--- src/rtl/video_pkg.sv ---
// video_pkg: shared timing defaults, pixel type, FSM states and colour-bar helper
package video_pkg;
  localparam int DEF_HDISP  = 800;
  localparam int DEF_HFP    = 40;
  localparam int DEF_HPULSE = 48;
  localparam int DEF_HBP    = 40;
  localparam int DEF_VDISP  = 480;
  localparam int DEF_VFP    = 13;
  localparam int DEF_VPULSE = 3;
  localparam int DEF_VBP    = 29;
  typedef struct packed {
    logic [7:0] r;
    logic [7:0] g;
    logic [7:0] b;
  } rgb_t;
  typedef enum logic {WAIT, RUN} state_t;
  // bar order white, yellow, cyan, green, magenta, red, blue, black
  function automatic rgb_t bar_color(input logic [2:0] i);
    return '{r: {8{~i[1]}}, g: {8{~i[2]}}, b: {8{~i[0]}}};
  endfunction
endpackage

--- src/rtl/video_axis_counter.sv ---
// video_axis_counter: one timing axis (porch/sync/porch/display) with sync, active and wrap flags
module video_axis_counter #(
  parameter int FP    = 40,
  parameter int PULSE = 48,
  parameter int BP    = 40,
  parameter int DISP  = 800,
  parameter int W     = $clog2(FP + PULSE + BP + DISP)
) (
  input  logic         clk,
  input  logic         rst_n,
  input  logic         en,
  output logic [W-1:0] count,
  output logic         sync_n,
  output logic         active,
  output logic         wrap
);
  localparam int TOTAL = FP + PULSE + BP + DISP;
  assign wrap   = en && (count == W'(TOTAL - 1));
  assign sync_n = !((count >= W'(FP)) && (count < W'(FP + PULSE)));
  assign active = count >= W'(FP + PULSE + BP);
  // position counter, advances when enabled and wraps at the end of the axis
  always_ff @(posedge clk or negedge rst_n)
    if (!rst_n) count <= '0;
    else if (en) count <= wrap ? '0 : count + W'(1);
endmodule

--- src/rtl/vga_timing_gen.sv ---
// vga_timing_gen: TFT timing generator and pixel output stage fed by a show-ahead FIFO (TEST_PATTERN_EN selects colour bars)
module vga_timing_gen
  import video_pkg::*;
#(
  parameter int HDISP  = DEF_HDISP,
  parameter int HFP    = DEF_HFP,
  parameter int HPULSE = DEF_HPULSE,
  parameter int HBP    = DEF_HBP,
  parameter int VDISP  = DEF_VDISP,
  parameter int VFP    = DEF_VFP,
  parameter int VPULSE = DEF_VPULSE,
  parameter int VBP    = DEF_VBP
) (
  input  logic        pixel_clk,
  input  logic        pixel_rst_n,
  input  logic [23:0] pix_data,
  input  logic        pix_empty,
  output logic        pix_rd,
  output logic        vga_hs,
  output logic        vga_vs,
  output logic        vga_blank,
  output logic [7:0]  vga_r,
  output logic [7:0]  vga_g,
  output logic [7:0]  vga_b,
  output logic        frame_start,
  output logic        underflow
);
  localparam int HTOTAL = HFP + HPULSE + HBP + HDISP;
  localparam int VTOTAL = VFP + VPULSE + VBP + VDISP;
  localparam int HBLK   = HFP + HPULSE + HBP;
  localparam int HW     = $clog2(HTOTAL);
  localparam int VW     = $clog2(VTOTAL);
  logic [HW-1:0] h_cnt;
  logic [VW-1:0] v_cnt;
  logic h_sync_n, v_sync_n, h_act, v_act, h_wrap, v_wrap;
  logic active, at_org, udf;
  state_t state_q, state_d;
  rgb_t px_d, px_q;
  video_axis_counter #(.FP(HFP), .PULSE(HPULSE), .BP(HBP), .DISP(HDISP), .W(HW)) u_h (
    .clk(pixel_clk), .rst_n(pixel_rst_n), .en(1'b1),
    .count(h_cnt), .sync_n(h_sync_n), .active(h_act), .wrap(h_wrap)
  );
  video_axis_counter #(.FP(VFP), .PULSE(VPULSE), .BP(VBP), .DISP(VDISP), .W(VW)) u_v (
    .clk(pixel_clk), .rst_n(pixel_rst_n), .en(h_wrap),
    .count(v_cnt), .sync_n(v_sync_n), .active(v_act), .wrap(v_wrap)
  );
  assign active = h_act && v_act;
  // tracks counters == (0,0): true out of reset, then whenever both axes wrap
  always_ff @(posedge pixel_clk or negedge pixel_rst_n)
    if (!pixel_rst_n) at_org <= 1'b1;
    else at_org <= h_wrap && v_wrap;
  // FSM state register
  always_ff @(posedge pixel_clk or negedge pixel_rst_n)
    if (!pixel_rst_n) state_q <= WAIT;
    else state_q <= state_d;
`ifdef TEST_PATTERN_EN
  logic [HW-1:0] x;
  logic [2:0] bar;
  assign x   = h_cnt - HW'(HBLK);
  assign bar = 3'(x / HW'(HDISP / 8));
  // FSM next state: pattern mode never waits for the FIFO
  always_comb state_d = RUN;
  // FSM outputs: colour bars during active display, FIFO untouched
  always_comb begin
    pix_rd = 1'b0;
    udf    = 1'b0;
    px_d   = (state_q == RUN && active) ? bar_color(bar) : '0;
  end
`else
  // FSM next state: join at frame origin with data available, drop out on underflow
  always_comb
    state_d = (state_q == WAIT) ? ((at_org && !pix_empty) ? RUN : WAIT)
                                : ((active && pix_empty) ? WAIT : RUN);
  // FSM outputs: pop and forward the head pixel only when it exists
  always_comb begin
    pix_rd = state_q == RUN && active && !pix_empty;
    udf    = state_q == RUN && active && pix_empty;
    px_d   = pix_rd ? rgb_t'(pix_data) : '0;
  end
`endif
  // output stage: every video output registered from the same counter values
  always_ff @(posedge pixel_clk or negedge pixel_rst_n)
    if (!pixel_rst_n) begin
      vga_hs      <= 1'b1;
      vga_vs      <= 1'b1;
      vga_blank   <= 1'b0;
      px_q        <= '0;
      frame_start <= 1'b0;
      underflow   <= 1'b0;
    end else begin
      vga_hs      <= h_sync_n;
      vga_vs      <= v_sync_n;
      vga_blank   <= active;
      px_q        <= px_d;
      frame_start <= at_org;
      underflow   <= underflow | udf;
    end
  assign vga_r = px_q.r;
  assign vga_g = px_q.g;
  assign vga_b = px_q.b;
endmodule
--- config.mk ---
export PLATFORM = sky130hd
export DESIGN_NAME = vga_timing_gen
export DESIGN_NICKNAME = d
export VERILOG_FILES = /design/src/rtl/video_pkg.sv /design/src/rtl/video_axis_counter.sv /design/src/rtl/vga_timing_gen.sv
export SDC_FILE = /design/constraint.sdc
export NUM_CORES = 1
export LEC_CHECK = 0
export BUFFER_PORTS_ARGS = -buffer_cell sky130_fd_sc_hd__buf_2
export CAP_MARGIN = 20
export CELL_PAD_IN_SITES_DETAIL_PLACEMENT = 2
export CELL_PAD_IN_SITES_GLOBAL_PLACEMENT = 2
export CORE_ASPECT_RATIO = 0.75
export CORE_MARGIN = 4
export CORE_UTILIZATION = 32
export DETAILED_ROUTE_END_ITERATION = 7
export GPL_ROUTABILITY_DRIVEN = 1
export PLACE_DENSITY = 0.88
export SETUP_SLACK_MARGIN = 0.1
export SYNTH_ARGS = -nofsm -noshare
export SYNTH_HDL_FRONTEND = slang
export SYNTH_SLANG_ARGS = --single-unit
export TNS_END_PERCENT = 5
--- constraint.sdc ---
create_clock -name pixel_clk -period 2.3 [get_ports pixel_clk]
set_input_delay 0.345 -clock pixel_clk [delete_from_list [all_inputs] [get_ports pixel_clk]]
set_output_delay 0.345 -clock pixel_clk [all_outputs]
set_load 0.01 [all_outputs]
Word-level counts from Yosys, hierarchy flattened
Index checks and enable logic that the tools add are counted.
W data, S select, Z words.
{"block": "classes", "n_addsub": 2, "magnitude_cmp": 6, "n_eq_ne": 2, "muxes": 6, "n_bitwise": 1, "n_reduce_logical": 13}
{"operator": "$mux W24", "count": 1}
{"operator": "$add A10 B1 Y10 const B", "count": 2}
{"operator": "$eq A10 B10 Y1 const B", "count": 2}
{"operator": "$ge A10 B6 Y1 const B", "count": 2}
{"operator": "$mux W10", "count": 2}
{"operator": "$ge A10 B4 Y1 const B", "count": 1}
{"operator": "$ge A10 B8 Y1 const B", "count": 1}
{"operator": "$logic_and A1 B1 Y1", "count": 10}
{"operator": "$lt A10 B5 Y1 const B", "count": 1}
{"operator": "$lt A10 B7 Y1 const B", "count": 1}
{"operator": "$logic_not A1 Y1", "count": 3}
{"operator": "$mux W1", "count": 3}
{"operator": "$or A1 B1 Y1", "count": 1}
{"block": "totals", "regBits": 51, "inputBits": 27, "output_inout_bits": 30, "word_cells": 42}

Longest topological paths before layout
{"block": "depth", "depth_word": 5, "mapped_depth": 8}

Hierarchy
From an unflattened synthesis, not the netlist that was laid out.
{"block": "unflattened", "cells_unflattened": 176, "area_unflattened_um2": 2164.6}
{"mod": "vga_timing_gen", "n_inst": 1, "cells_per_inst": 64, "area_each_um2": 1026.0, "seq_area_each_um2": 779.5}
{"mod": "video_axis_counter (u_v)", "n_inst": 1, "cells_per_inst": 57, "area_each_um2": 578.1, "seq_area_each_um2": 250.2}
{"mod": "video_axis_counter (u_h)", "n_inst": 1, "cells_per_inst": 55, "area_each_um2": 560.5, "seq_area_each_um2": 250.2}

Least setup slack after synthesis
Ideal clock, no wire load.
{"block": "synth_path", "path_type": "register -> output", "from": "register u_v.count[1]", "to": "output port pix_rd", "arrival_ps": 1424, "t_required_ps": 1955, "path_slack_ps": 531, "stages_incl_launch_ff": 7, "path_buffers": 0, "cell_sequence": "dfrtp_1 -> inv_1 -> ha_1 -> nand2b_1 -> a31o_2 -> a21boi_2 -> nor3b_1"}
{"block": "synth_between", "elab_chain_len": 4}
{"item": "from (decl)", "line_no": "video_axis_counter.sv:12", "source": "output logic [W-1:0] count,"}
{"item": "from (signal assigned)", "line_no": "video_axis_counter.sv:24", "source": "else if (en) count <= wrap ? '0 : count + W'(1);"}
{"item": "$ge A10 B6 Y1", "line_no": "video_axis_counter.sv:20", "source": "assign active = count >= W'(FP + PULSE + BP);"}
{"item": "$logic_and A1 B1 Y1", "line_no": "vga_timing_gen.sv:47", "source": "assign active = h_act && v_act;"}
{"item": "$logic_and A1 B1 Y1 (2 in a row)", "line_no": "vga_timing_gen.sv:76", "source": "pix_rd = state_q == RUN && active && !pix_empty;"}
{"item": "to (decl)", "line_no": "vga_timing_gen.sv:18", "source": "output logic pix_rd,"}
Every way passes these cells.

Final worst setup path
{"block": "layout_path", "from": "register u_v.count[0]", "to": "output port pix_rd"}
The elaborated chain is that of the path after synthesis.

==> reports/qor.csv <==
stage;metric;value;unit
synthesis;cell taking the most area after synthesis;dfrtp_1;
drt;WL per Instance;19.1;µm
hold_path;worst hold path class;in2async;
critical_path;peak per-stage delay on the critical path;470;ps
cts;H-tree depth;2;
critical_path;worst r2r path cells;8;
drt;initial DRC count;46;
timing;Setup Viol. Count Final;0;
synthesis;Synth Area in Adders;3.38;%
synthesis;Synth Area in Compound Gates;5.52;%
timing;slew of the pin with the lowest slew margin;658;ps
layout;Syn-to-layout area delta;23.4;%
die;num ports;57;
cts;clock-pin transition on the worst setup and hold timing paths;100;ps
power_and_ir_drop;Pwr Total;1.60;mW
timing;final hold violations;0;
grt;maximum number of pins on one net before global-route repair;52;
die;Initial Util;34.1;%
timing;Worst slew margin;56.1;%
cts;CTS Buf Count;5;
layout;share of layout cells above drive strength 1;32.0;%
synthesis;main combinational cell family by area after synthesis;simple AND/OR/NAND/NOR gates;
timing;fmax;467;MHz
timing;RSZ-0062 raised after global routing;false;
timing;fin crit share;93.0;%
critical_path;CP Depth;7;
critical_path;CP bufs+invs;2;
synthesis;top cell type's share of synthesized area;54.1;%
grt;gr usage total;17.1;%
layout;ANT cells;0;
cts;worst skew pair latency;310;ps
power_and_ir_drop;VDD IR-drop max;0.000228;V
critical_path;maximum fanout along the worst path;6;
grt;final global-route overflow total;0;
outcome;status;finished, final reports clean;
critical_path;crit path DAT;1790;ps
synthesis;Syn Nets;250;
timing;Final Slew Violations;0;
power_and_ir_drop;Static Leak;1.30;nW
placement;dpl hpwl;4870;µm
synthesis;synth unique cells;36;
drt;drt drc;0;
critical_path;critical path startpoint category;flop;
critical_path;R2R Path End;vga_b[1]$_DFF_PN0_;
critical_path;CP Capture Type;primary output;
synthesis;XOR/XNOR Fraction of Synth Area;3.55;%
die;Die Ht;80.1;µm
cts;Root Buffer;clkbuf_8;
drt;vias per cell;5.17;
die;core area;6510;µm²
die;die span in x;104;µm
synthesis;Post-Synthesis Cell Area;2220;µm²
timing;Final min period;2140;ps
timing;setup_tns;0;ps
synthesis;Yosys Warn Count;0;
critical_path;family with the most delay on the worst path;flip-flops;
job;max-cap violations;0;
drt;Post-Route WL;6820;µm
critical_path;WS Path Type;reg2out;
critical_path;Reg-to-Reg Start;u_v.count[0]$_DFFE_PN0N_;
synthesis;register area share after synthesis;57.6;%
cts;CTS tree;done;
drt;1st-pass router iterations;4;
grt;first-pass GRT wire length;11300;µm
power_and_ir_drop;PwrDens;582;nW/µm²
placement;Port Buffer Count;56;
cts;clk sinks;51;
placement;RePlAce Congestion;0.752;
synthesis;mux contribution to synthesized area;0.676;%
critical_path;worst endpoint required time;1960;ps
layout;Finished Cell Area;2740;µm²
grt;vias in the first global route;2105;
synthesis;Avg Inst Size Synth;10.2;µm²
critical_path;FF-to-FF setup slack;360;ps
cts;clk buf depth;2;
drt;Via Count;1840;
placement;placed cell areas;2590;µm²
die;Rows;25;
synthesis;Seq cells post-synth;51;
synthesis;top cells by area, synth;dfrtp_1 54%, nor3_1 7.0%, nand2_1 5.1%, dfstp_2 3.5%, ha_1 3.4%;
layout;NumNets Final;307;
critical_path;cell-by-cell trace of the critical path;inv_4 > ha_2 > nand2b_4 > a31o_2 > a21boi_2 > nor3b_1 > buf_2;
grt;initial antenna violation count;0;
die;total die area;8350;µm²
critical_path;Worst path slowest cell;dfrtp_2;
synthesis;Post-Synth Simple-Gate Area;24.7;%
timing;Clock Skews;9.34;ps
drt;Post-DRT Antenna Nets;0;
synthesis;post-synthesis cell count;217;
-- cell usage after synthesis (all sizes together) --
library cell,instances
buf,8
ha,6
nand3,12
a21o,1
o31ai,2
nand2b,2
nor3,31
xnor2,5
a21boi,1
nand4b,1
and4bb,1
o21ai,5
a31o,1
dfstp,3
a31oi,2
nor4,1
a211oi,1
a21oi,5
nand2,30
inv,8
dfrtp,48
and3b,1
and3,1
and4,3
xor2,4
clkbuf,7
nor4bb,1
nand4,6
nor2b,2
o21ba,1
and2,1
or3,2
nor2,10
nor3b,3
mux2,1
-- where the power goes --
group	internal [mW]	switching [mW]	total [mW]
combinational	0.0170	0.0252	0.0422
sequential	0.896	0	0.896
clock	0.328	0.328	0.657
-- cells by family (layout without fill, tap and decap cells) --
kind of cell | count (synthesis) | after routing
and+or+nand+nor | 108 | 108
AOI/OAI and AO/OA | 19 | 19
DFF | 51 | 51
adders and majority gates | 6 | 6
buffers and inverters | 23 | 81
muxes | 1 | 1
xor gates and xnor gates | 9 | 9
-- worst max path at each step --
stage                               to                      from
finish                          pix_rd  u_v.count[0]$_DFFE_PN0N_
global route                    pix_rd  u_v.count[0]$_DFFE_PN0N_
CTS                             pix_rd  u_v.count[0]$_DFFE_PN0N_
detailed placement  vga_g[1]$_DFF_PN0_  u_v.count[1]$_DFFE_PN0N_
global placement                pix_rd  u_v.count[1]$_DFFE_PN0N_
floorplan                       pix_rd  u_v.count[1]$_DFFE_PN0N_
-- through the flow --
stage / std cells / hold WS, ps / setup slack, ps / utilization [%]
global route: 356 / 186 / 101 / 42.1
finish: 356 / 125 / 161 / 42.1
CTS: 355 / 150 / 103 / 41.8
detailed placement: 346 / 402 / 363 / 39.8
floorplan: 217 / 49.4 / 531 / -
global placement: 346 / 407 / 526 / 39.8
-- state kept, by name, indices dropped and copies added, names as in the netlist --
signal,cells
u_h.count,10
u_v.count,10
vga_b,8
vga_g,8
vga_r,8
at_org,1
frame_start,1
state_q,1
underflow,1
vga_blank,1
vga_hs,1
vga_vs,1
-- area by class of cell --
cell class | count | area (µm²)
Fill cell | 716 | 3760
Sequential cell | 51 | 1280
Multi-Input combinational cell | 143 | 863
Timing Repair Buffer | 65 | 348
Tap cell | 81 | 101
Clock buffer | 5 | 68.8
Clock inverter | 3 | 46.3
Inverter | 8 | 32.5
-- per-layer routing --
layer | wire length (µm) | share of wire [%] | track usage [%]
met1 | 2840 | 42 | 20.4
met3 | 150 | 2.2 | 2.89
met5 | 0 | 0 | 0
met4 | 61 | 0.89 | 5.18
met2 | 3760 | 55 | 31.9
-- timing repair --
action                                 in CTS  in global routing
setup buffers                               1                  1
resized for setup                           3                  5
pin swaps                                   1                  2
setup endpoints to repair                   1                  1
hold buffers                                0                  0
endpoints found under the hold margin       0                  0
-- placed cells by master (no fill, tap or decap), types with 2 or more instances in the layout --
cell type	Yosys	layout
ha_2	0	2
nand2_1	30	30
nor3_1	31	30
nand3_1	12	12
dfstp_2	3	3
a31oi_1	2	2
nor2b_1	2	2
ha_1	6	4
o31ai_1	2	2
inv_1	8	6
nor3b_1	3	3
or3_1	2	2
nand4_1	6	6
clkbuf_8	0	5
a21oi_1	5	5
xnor2_1	5	5
and4_1	3	3
dfrtp_1	48	47
nor2_1	10	10
o21ai_0	5	5
xor2_1	4	4
buf_4	2	9
buf_2	6	56
(Power assumes the default switching activity.)
